### src/rtl/piso_rr_scheduler.sv
// Round-robin scheduler feeding one parallel-in/serial-out shifter.
// Build with PISO_PARITY_EN defined to append an even-parity bit.
// Ports: clk, rst (sync, active-low), req[N_REQ], data[N_REQ*WIDTH],
//        ack[N_REQ], grant_id, so, so_valid, busy.
module piso_rr_scheduler #(
  parameter int N_REQ = 4,
  parameter int WIDTH = 4
) (
  input  logic                       clk,
  input  logic                       rst,
  input  logic [N_REQ-1:0]           req,
  input  logic [N_REQ*WIDTH-1:0]     data,
  output logic [N_REQ-1:0]           ack,
  output logic [$clog2(N_REQ)-1:0]   grant_id,
  output logic                       so,
  output logic                       so_valid,
  output logic                       busy
);

  localparam int IW = $clog2(N_REQ);
  localparam int CW = (WIDTH > 1) ? $clog2(WIDTH) : 1;
  localparam logic [CW-1:0] LAST = CW'(WIDTH - 1);

`ifdef PISO_PARITY_EN
  typedef enum logic [1:0] {
    IDLE   = 2'd0,
    SHIFT  = 2'd1,
    PARITY = 2'd2
  } state_t;
`else
  typedef enum logic [1:0] {
    IDLE   = 2'd0,
    SHIFT  = 2'd1
  } state_t;
`endif

  state_t          state;
  state_t          nxt;
  logic [IW-1:0]   ptr;
  logic [WIDTH-1:0] sreg;
  logic [CW-1:0]   cnt;
  logic [IW-1:0]   g;
  logic            grant;
  logic [WIDTH-1:0] word;
`ifdef PISO_PARITY_EN
  logic            par;
`endif

  // first set request at or after ptr, wrapping
  always_comb begin
    g = ptr;
    for (int k = N_REQ - 1; k >= 0; k--) begin
      if (req[ptr + IW'(k)]) g = ptr + IW'(k);
    end
  end

  assign grant = (state == IDLE) && (|req);
  assign word  = data[int'(g)*WIDTH +: WIDTH];

  always_ff @(posedge clk) begin
    if (!rst) state <= IDLE;
    else      state <= nxt;
  end

  always_comb begin
    nxt = state;
    unique case (1'b1)
      (state == IDLE): begin
        if (|req) nxt = SHIFT;
      end
      (state == SHIFT): begin
`ifdef PISO_PARITY_EN
        if (cnt == LAST) nxt = PARITY;
`else
        if (cnt == LAST) nxt = IDLE;
`endif
      end
`ifdef PISO_PARITY_EN
      (state == PARITY): nxt = IDLE;
`endif
      default: nxt = IDLE;
    endcase
  end

  always_ff @(posedge clk) begin
    if (!rst) begin
      ptr      <= '0;
      sreg     <= '0;
      cnt      <= '0;
      ack      <= '0;
      grant_id <= '0;
`ifdef PISO_PARITY_EN
      par      <= 1'b0;
`endif
    end else begin
      ack <= '0;
      if (grant) begin
        sreg     <= word;
        cnt      <= '0;
        grant_id <= g;
        ack      <= N_REQ'(1) << g;
        ptr      <= g + IW'(1);
`ifdef PISO_PARITY_EN
        par      <= ^word;
`endif
      end else if (state == SHIFT) begin
        sreg <= {sreg[WIDTH-2:0], 1'b0};
        cnt  <= cnt + CW'(1);
      end
    end
  end

  always_comb begin
    so       = 1'b0;
    so_valid = 1'b0;
    busy     = 1'b0;
    unique case (1'b1)
      (state == SHIFT): begin
        so       = sreg[WIDTH-1];
        so_valid = 1'b1;
        busy     = 1'b1;
      end
`ifdef PISO_PARITY_EN
      (state == PARITY): begin
        so       = par;
        so_valid = 1'b1;
        busy     = 1'b1;
      end
`endif
      default: begin
        so       = 1'b0;
        so_valid = 1'b0;
        busy     = 1'b0;
      end
    endcase
  end

endmodule
### config.mk
export PLATFORM = sky130hd
export DESIGN_NAME = piso_rr_scheduler
export DESIGN_NICKNAME = d
export VERILOG_FILES = /design/src/rtl/piso_rr_scheduler.sv
export SDC_FILE = /design/constraint.sdc
export NUM_CORES = 1
export LEC_CHECK = 0
export ABC_AREA = 1
export CORE_MARGIN = 2
export CORE_UTILIZATION = 41
export CTS_CLUSTER_DIAMETER = 30
export DETAILED_ROUTE_END_ITERATION = 8
export PLACE_DENSITY_LB_ADDON = 0.3
export REMOVE_ABC_BUFFERS = 1
export SLEW_MARGIN = 5
export SYNTH_ARGS = -nofsm -noshare
export SYNTH_HDL_FRONTEND = slang
export SYNTH_SLANG_ARGS = --single-unit
### constraint.sdc
create_clock -name clk -period 1.6 [get_ports clk]
set_input_delay 0.32 -clock clk [delete_from_list [all_inputs] [get_ports clk]]
set_output_delay 0.32 -clock clk [all_outputs]
set_load 0.01 [all_outputs]
==> impl_results.md, run 1 <==
* Status: finished with violations
* Failing checks: setup timing
* CP arrival at 1860 ps
* Routed Antenna Nets at 0
* Mapped Area at 973 um2
* Most frequent cells after synthesis: nand2_1 (55), inv_1 (21), nand3_1 (17)
* Iteration-0 DRC Markers at 11
* Clock power frac at 7.6%
* CP Launch Type: flop
* Die X at 52.7 um
* Critical Path Slowest Stage Cell: dfxtp_4
* Initial antenna violation count at 0
* Internal power at about 1.5 mW
* Placeable Area at 2230 um2
* Yosys warns at 0
* Worst-Margin Slew at 305 ps
* Vias in the first global route at 1,061
* Total GRT Usage at 20.5%
* Largest family of logic cells by synthesized area: simple AND/OR/NAND/NOR gates
* Asr flop ratio synth at 0%
* Xor/xnor share of the synthesized area at less than 1%
* Setup WS post-layout at -80.2 ps
* Tcrit/Tclk final at 105%
* Ports at 31
* Worst min path class: reg2reg
* Synth Instances at 155
* Initial cell density of the core at 43.6%
* Area of the die at 2780 um2
* Pre-CTS setup slack at -432 ps
* Logic pwr share at 72.5%
* Largest net degree at the start of global routing at 10
* First-pass GRT wire length at 4.13 mm
* Post-route cell area at 1550 um2
* Sequential power share at 19.9%
* RD Place Congestion at about 0.85
* Max transition margin at 79.5%
* Cell taking the most area after synthesis: dfxtp_1
* Drt pass-1 iters at 4
* Fraction of layout cells with a size suffix above 1 at 25.1%
* Area grow syn2layout at 59.4%
* VDD IR max at between 1.5 and 2 mV
* Final WL at 2.58 mm
* Synth top area cells: dfxtp_1 (31%), nand2_1 (21%), nand3_1 (8.7%), inv_1 (8.1%), nor2_1 (3.5%)
* Max_cap viols at 0
* Dpl hpwl at 1.95 mm
* Drt wl/cell at 11.0 um
* Net load switching power at 1.31 mW
* ANT cells at 0
* Number of flops mapped to enable cells by yosys at 0
* Placement Cell Area at about 1400 um2
* Via-to-Cell Ratio at about 4.8
* CTS H-tree lvls at 1
* Tmin final at 1680 ps
* CP Capture Type: flop
* Dpl cells at 227
* Count leader, synth: nand2_1
* Synth Register Bits at 15
* Post-layout nets at 231
* Post-route insts no fill at 235
* Drc violations at 0
* Synth Area in Compound Gates at a little over 8%
* CP Class: reg2reg
* Unrepaired setup endpoints after global routing: yes
* CTS root buf: clkbuf_4
* Number of clock sinks at 15
* Cell row count at 17
* Post-synthesis simple-gate area fraction at 44.1%
* Post-synthesis adder-cell area fraction at 1.29%
* Clock skew at 2.80 ps
* Sequential share of the synthesized area at a little under a third
* Mux cell area share after synthesis at 0%
* TritonCTS clock tree: done
* Worst EP required at 1780 ps
* Ys flop type: dfxtp_1
* Share of the synthesized area in the top cell type at 30.8%
* Fmax at 595 MHz
* Clock Latency Late Sink at 280 ps
* Switch share at 46.1%
* Die Ht at 52.7 um
* Syn Area/Cell at 6.28 um2
* Clk slew on worst S/H paths at 80 ps
* Number of distinct library cells after synthesis at 24
* Critical path fanouts, max at 6
* Power per cell area at 1830 nW/um2
* # hold bufs at CTS at 0
* CP peak stage delay at about 390 ps
* Critical path, cell by cell: buf_6 -> o21ai_4 -> nand2_1 -> nand2_1 -> inv_2 -> nand2_4 -> nand3_4 -> buf_6 -> nand3_1 -> nand3_1 -> nand3_1 -> a21oi_1
* Final setup violation count at 7
* Final Slew Violations at 0
* Layout Utilization at a little over two thirds
* Longest Clk Path Bufs at 2
* Final hold vios at 0
* Port bufs at 30
* GR Overflow Total at 0
* Power Total at 2.84 mW
* Cell leakage power at a little over 0.8 nW
* Num CTS Buffers at 3
* Most frequent CP cell: nand3_1
* Vias at 1,125
[power by group through the flow]
stage,clock network [mW],registers (mW),logic [mW]
3_3_place_gp,0,0.539,1.70
3_5_place_dp,0,0.544,1.75
5_1_grt,0.244,0.578,2.27
2_1_floorplan,0,0.593,0.998
4_1_cts,0.219,0.570,1.85
6_report,0.216,0.566,2.06
[routing by layer]
metal  vias to the layer above  share of wire (%)  global-route usage (%)
met2                        26                 51                    38.3
li1                        586                  -                       -
met4                         0                1.3                    9.40
met5                         -                  0                       0
met3                         4                3.8                    3.71
met1                       509                 43                    21.9
[registers in the layout (all words and copies together) (netlist names)]
| name | flops |
|---|---|
| grant_id | 2 |
| state | 1 |
| cnt | 2 |
| ptr | 2 |
| ack | 4 |
| sreg | 4 |
[cell usage in the layout, fill, tap and decap left out, drive strengths merged]
cell | netlist | routed
a221oi | 1 | 1
a211oi | 1 | 1
o221ai | 1 | 1
nor4 | 1 | 1
nand3b | 3 | 3
nand3 | 18 | 18
dfxtp | 15 | 15
nand2 | 61 | 62
clkdlybuf4s50 | 0 | 25
a21oi | 4 | 4
clkbuf | 1 | 4
nor2 | 9 | 9
buf | 3 | 21
xnor2 | 1 | 1
inv | 28 | 28
o21ai | 6 | 6
nor3 | 1 | 1
dlymetal6s2s | 0 | 1
ha | 1 | 1
dlygate4sd2 | 0 | 4
[cell families after synthesis]
group | count (synthesis)
buf+inv | 32
xor+xnor | 1
compound gates | 13
flops | 15
simple gates | 93
fa+ha+maj | 1
[path summary, 6_finish.rpt]
path,startpoint,endpoint,slack [ps],cells past startpoint
hold reg to reg,sreg[0],sreg[0],470,2
hold / removal,sreg[0],sreg[0],470,2
setup / recovery,ptr[0],sreg[0],-80,12
setup reg to reg,ptr[0],sreg[0],-80,12
[repair_timing]
item	in CTS	in global routing
endpoints found under the setup margin	11	13
setup buffers	2	2
pin swaps	8	11
cloned	1	0
gates resized for setup	14	17
[stage by stage]
step	TNS (ps)	hold WS, ps
after floorplan	-349	440
after global placement	-4350	452
after detailed placement	-5120	460
after CTS	-25.4	470
after global routing	-1070	495
final	-361	473
[worst max-delay path: cells and delay by family, from the launching register on]
family,cells,cell delay (ps)
buffers and inverters,3,350
flip-flops,1,390
AND/OR/NAND/NOR,7,640
AO/OA/AOI/OAI,2,200
[area by class of cell]
type / instances / area (um2)
clock buffers: 4 / 26.3
repair buffers: 51 / 470
multi-input cells: 109 / 596
inverters: 28 / 118
fillers: 185 / 682
well taps: 28 / 35.0
flip-flops and latches: 15 / 307
(Power assumes the default switching activity.)
==> run 2, diff against run 1 <==
--- a/config.mk
+++ b/config.mk
@@ -6,8 +6,9 @@
 export NUM_CORES = 1
 export LEC_CHECK = 0
 export ABC_AREA = 1
+export CAP_MARGIN = 25
 export CORE_MARGIN = 2
-export CORE_UTILIZATION = 41
+export CORE_UTILIZATION = 25
 export CTS_CLUSTER_DIAMETER = 30
 export DETAILED_ROUTE_END_ITERATION = 8
 export PLACE_DENSITY_LB_ADDON = 0.3
==> run 2 against run 1 <==
The flow still finishes with violations (setup timing); non-clock buffer count rose by 5; wire length grew 1.9%; cell count increased by 11%; fmax down 3.6%; worst hold slack got worse by 4.2 ps; sequential share of layout area shrank 2.2 points; flip-flop and latch count stayed put; sequential power is 2% lower; clock power grew 36%; combinational power up 19%; total power up 16%; via count up 0.27%.
==> impl_results.md, run 2 (synthesis results as in run 1) <==
* Status: finished with violations
* Failing checks: setup timing
* Tmin final at 1740 ps (+63.4 ps)
* RD Place Congestion at 0.820 (-3.8%)
* Clock Latency Late Sink at 240 ps (-40 ps)
* Worst-Margin Slew at 269 ps (-36.3 ps)
* Longest Clk Path Bufs at 2 (unchanged)
* Largest net degree at the start of global routing at 10 (unchanged)
* Tcrit/Tclk final at 109% (+4.0 points)
* CP Capture Type: flop
* Logic pwr share at 74.3% (+1.8 points)
* Final Slew Violations at 0 (unchanged)
* Switch share at 44.8% (-1.4 points)
* Fraction of layout cells with a size suffix above 1 at 34.0% (+8.8 points)
* CP Class: reg2reg
* Cell row count at 22 (+5)
* Power per cell area at 1890 nW/um2 (+3.1%)
* Most frequent cells in the layout: nand2_1 (42), clkdlybuf4s50_1 (26), inv_1 (21), buf_4 (21)
* Cell leakage power at 0.862 nW (+7.1%)
* Port bufs at 30 (unchanged)
* Hold_ws at 468 ps (-4.21 ps)
* Internal power at 1.82 mW (+19%)
* Placeable Area at 3720 um2 (+66%)
* VDD IR max at 0.726 mV (-54%)
* Max_cap viols at 0 (unchanged)
* Die Ht at 66.4 um (+26%)
* Die X at 66.4 um (+26%)
* FF+latch area at 307 um2 (unchanged)
* Dpl hpwl at 1.87 mm (-4.3%)
* Critical path fanouts, max at 8 (+2)
* Unrepaired setup endpoints after global routing: yes
* Iteration-0 DRC Markers at 43 (+32)
* Clock power frac at 8.9% (+1.3 points)
* Setup WS post-layout at -144 ps (-63.4 ps)
* Final setup violation count at 9 (+2)
* Drc violations at 0 (unchanged)
* Largest registers: ack: 4 flops, sreg: 4 flops
* Worst min path class: reg2reg
* Post-route cell area at 1750 um2 (+12%)
* ANT cells at 0 (unchanged)
* Total GRT Usage at 12.4% (-8.2 points)
* Fmax at 574 MHz (-3.6%)
* CP Launch Type: flop
* Multi-input combinational cell area at 671 um2 (+13%)
* Critical Path Slowest Stage Cell: dfxtp_4
* Drt wl/cell at 10.1 um (-7.9%)
* Via-to-Cell Ratio at 4.34 (-9.4%)
* # hold bufs at CTS at 0 (unchanged)
* Area of the die at 4410 um2 (+59%)
* Net load switching power at 1.48 mW (+13%)
* Num CTS Buffers at 3 (unchanged)
* Vias in the first global route at 1,014 (-4.4%)
* Max transition margin at 82.0% (+2.6 points)
* Final WL at 2.63 mm (+1.9%)
* Critical path, cell by cell: buf_12 -> clkinv_8 -> nand2_1 -> nand2_1 -> nand2_1 -> nand2_1 -> nand2_2 -> nand2_4 -> nand3_4 -> nand2_8 -> inv_6 -> buf_4 -> buf_6 -> nand2_4 -> o21ai_1
* Ports at 31 (unchanged)
* First-pass GRT wire length at 4.22 mm (+2.2%)
* Routed Antenna Nets at 0 (unchanged)
* Commonest non-fill, non-tap cell in the layout: nand2_1
* Initial antenna violation count at 0 (unchanged)
* Clk slew on worst S/H paths at 60 ps (-20 ps)
* Number of clock sinks at 15 (unchanged)
* Worst EP required at 1730 ps (-50 ps)
* TritonCTS clock tree: done
* Sequential power share at 16.8% (-3.1 points)
* Drt pass-1 iters at 4 (unchanged)
* Initial cell density of the core at 26.2% (-17 points)
* CTS root buf: clkbuf_8
* Placement Cell Area at 1480 um2 (+3.7%)
* Area grow syn2layout at 79.3%
* CTS H-tree lvls at 1 (unchanged)
* CP arrival at 1870 ps (about the same)
* Vias at 1,128 (+0.27%)
* Most frequent CP cell: nand2_1
* Final hold vios at 0 (unchanged)
* GR Overflow Total at 0 (unchanged)
* Clock skew at 1.60 ps (-1.20 ps)
* Fillers at 374 (+100%)
* CP peak stage delay at 360 ps (-30 ps)
* Layout Utilization at 47.0% (-22 points)
* Post-layout nets at 236 (+2.2%)
run 2: changes by cell type in the layout (fill, tap and decap cells not counted), moves of 3 or more:
cell	previous run	this run
nand3_1	16	12
buf_4	17	21
nand2_4	3	6
nor2_1	9	5
nand3_2	1	5
clkbuf_8	0	3
clkbuf_4	3	0
nand2_1	47	42
run 2: worst paths after layout:
path / from / end / slack [ps] / cells past startpoint
hold / removal: grant_id[1] / grant_id[1] / 470 / 2
hold reg to reg: grant_id[1] / grant_id[1] / 470 / 2
setup reg to reg: ptr[0] / ptr[0] / -140 / 15
setup / recovery: ptr[0] / ptr[0] / -140 / 15
run 2: final cells by class:
class	count	area share (%)
multi-input cells	109	38.4
repair buffers	56	31.0
inverters	28	7.03
flip-flops and latches	15	17.6
well taps	48	3.44
clock buffers	4	2.58
run 2: what timing repair did:
item	CTS	global route
gates resized for setup	10	39
cloned	1	1
pin swaps	6	12
endpoints found under the setup margin	12	13
buffers inserted	3	2
run 2: power groups by stage:
stage / sequential [mW] / combinational (mW) / clock (mW)
global placement: 0.544 / 1.82 / 0
finish: 0.554 / 2.45 / 0.293
detailed placement: 0.546 / 1.81 / 0
floorplan: 0.593 / 0.998 / 0
global route: 0.564 / 2.69 / 0.328
CTS: 0.540 / 1.98 / 0.301
run 2: metrics by stage:
| step | setup slack [ps] | TNS (ps) | total power, mW | cells |
|---|---|---|---|---|
| after floorplan | -116 | -349 | 1.59 | 151 |
| after global placement | -419 | -4790 | 2.36 | 249 |
| after detailed placement | -446 | -4890 | 2.36 | 249 |
| after CTS | -26.1 | -87.3 | 2.82 | 257 |
| after global routing | -230 | -1620 | 3.58 | 260 |
| final | -144 | -799 | 3.30 | 260 |
run 2: metal layers:
layer  GRT usage (%)  up-vias  share of wire (%)
met4            5.36        0                2.1
li1                -      596                  -
met1            15.6      499                 44
met5               0        -                  0
met3            2.21        4                3.4
met2            20.4       29                 51
run 2: critical path: cells and delay by family, from the launching register on:
kind | cells | cell delay (ps)
flops | 1 | 360
simple gates | 9 | 750
buf+inv | 5 | 480
compound gates | 1 | 50
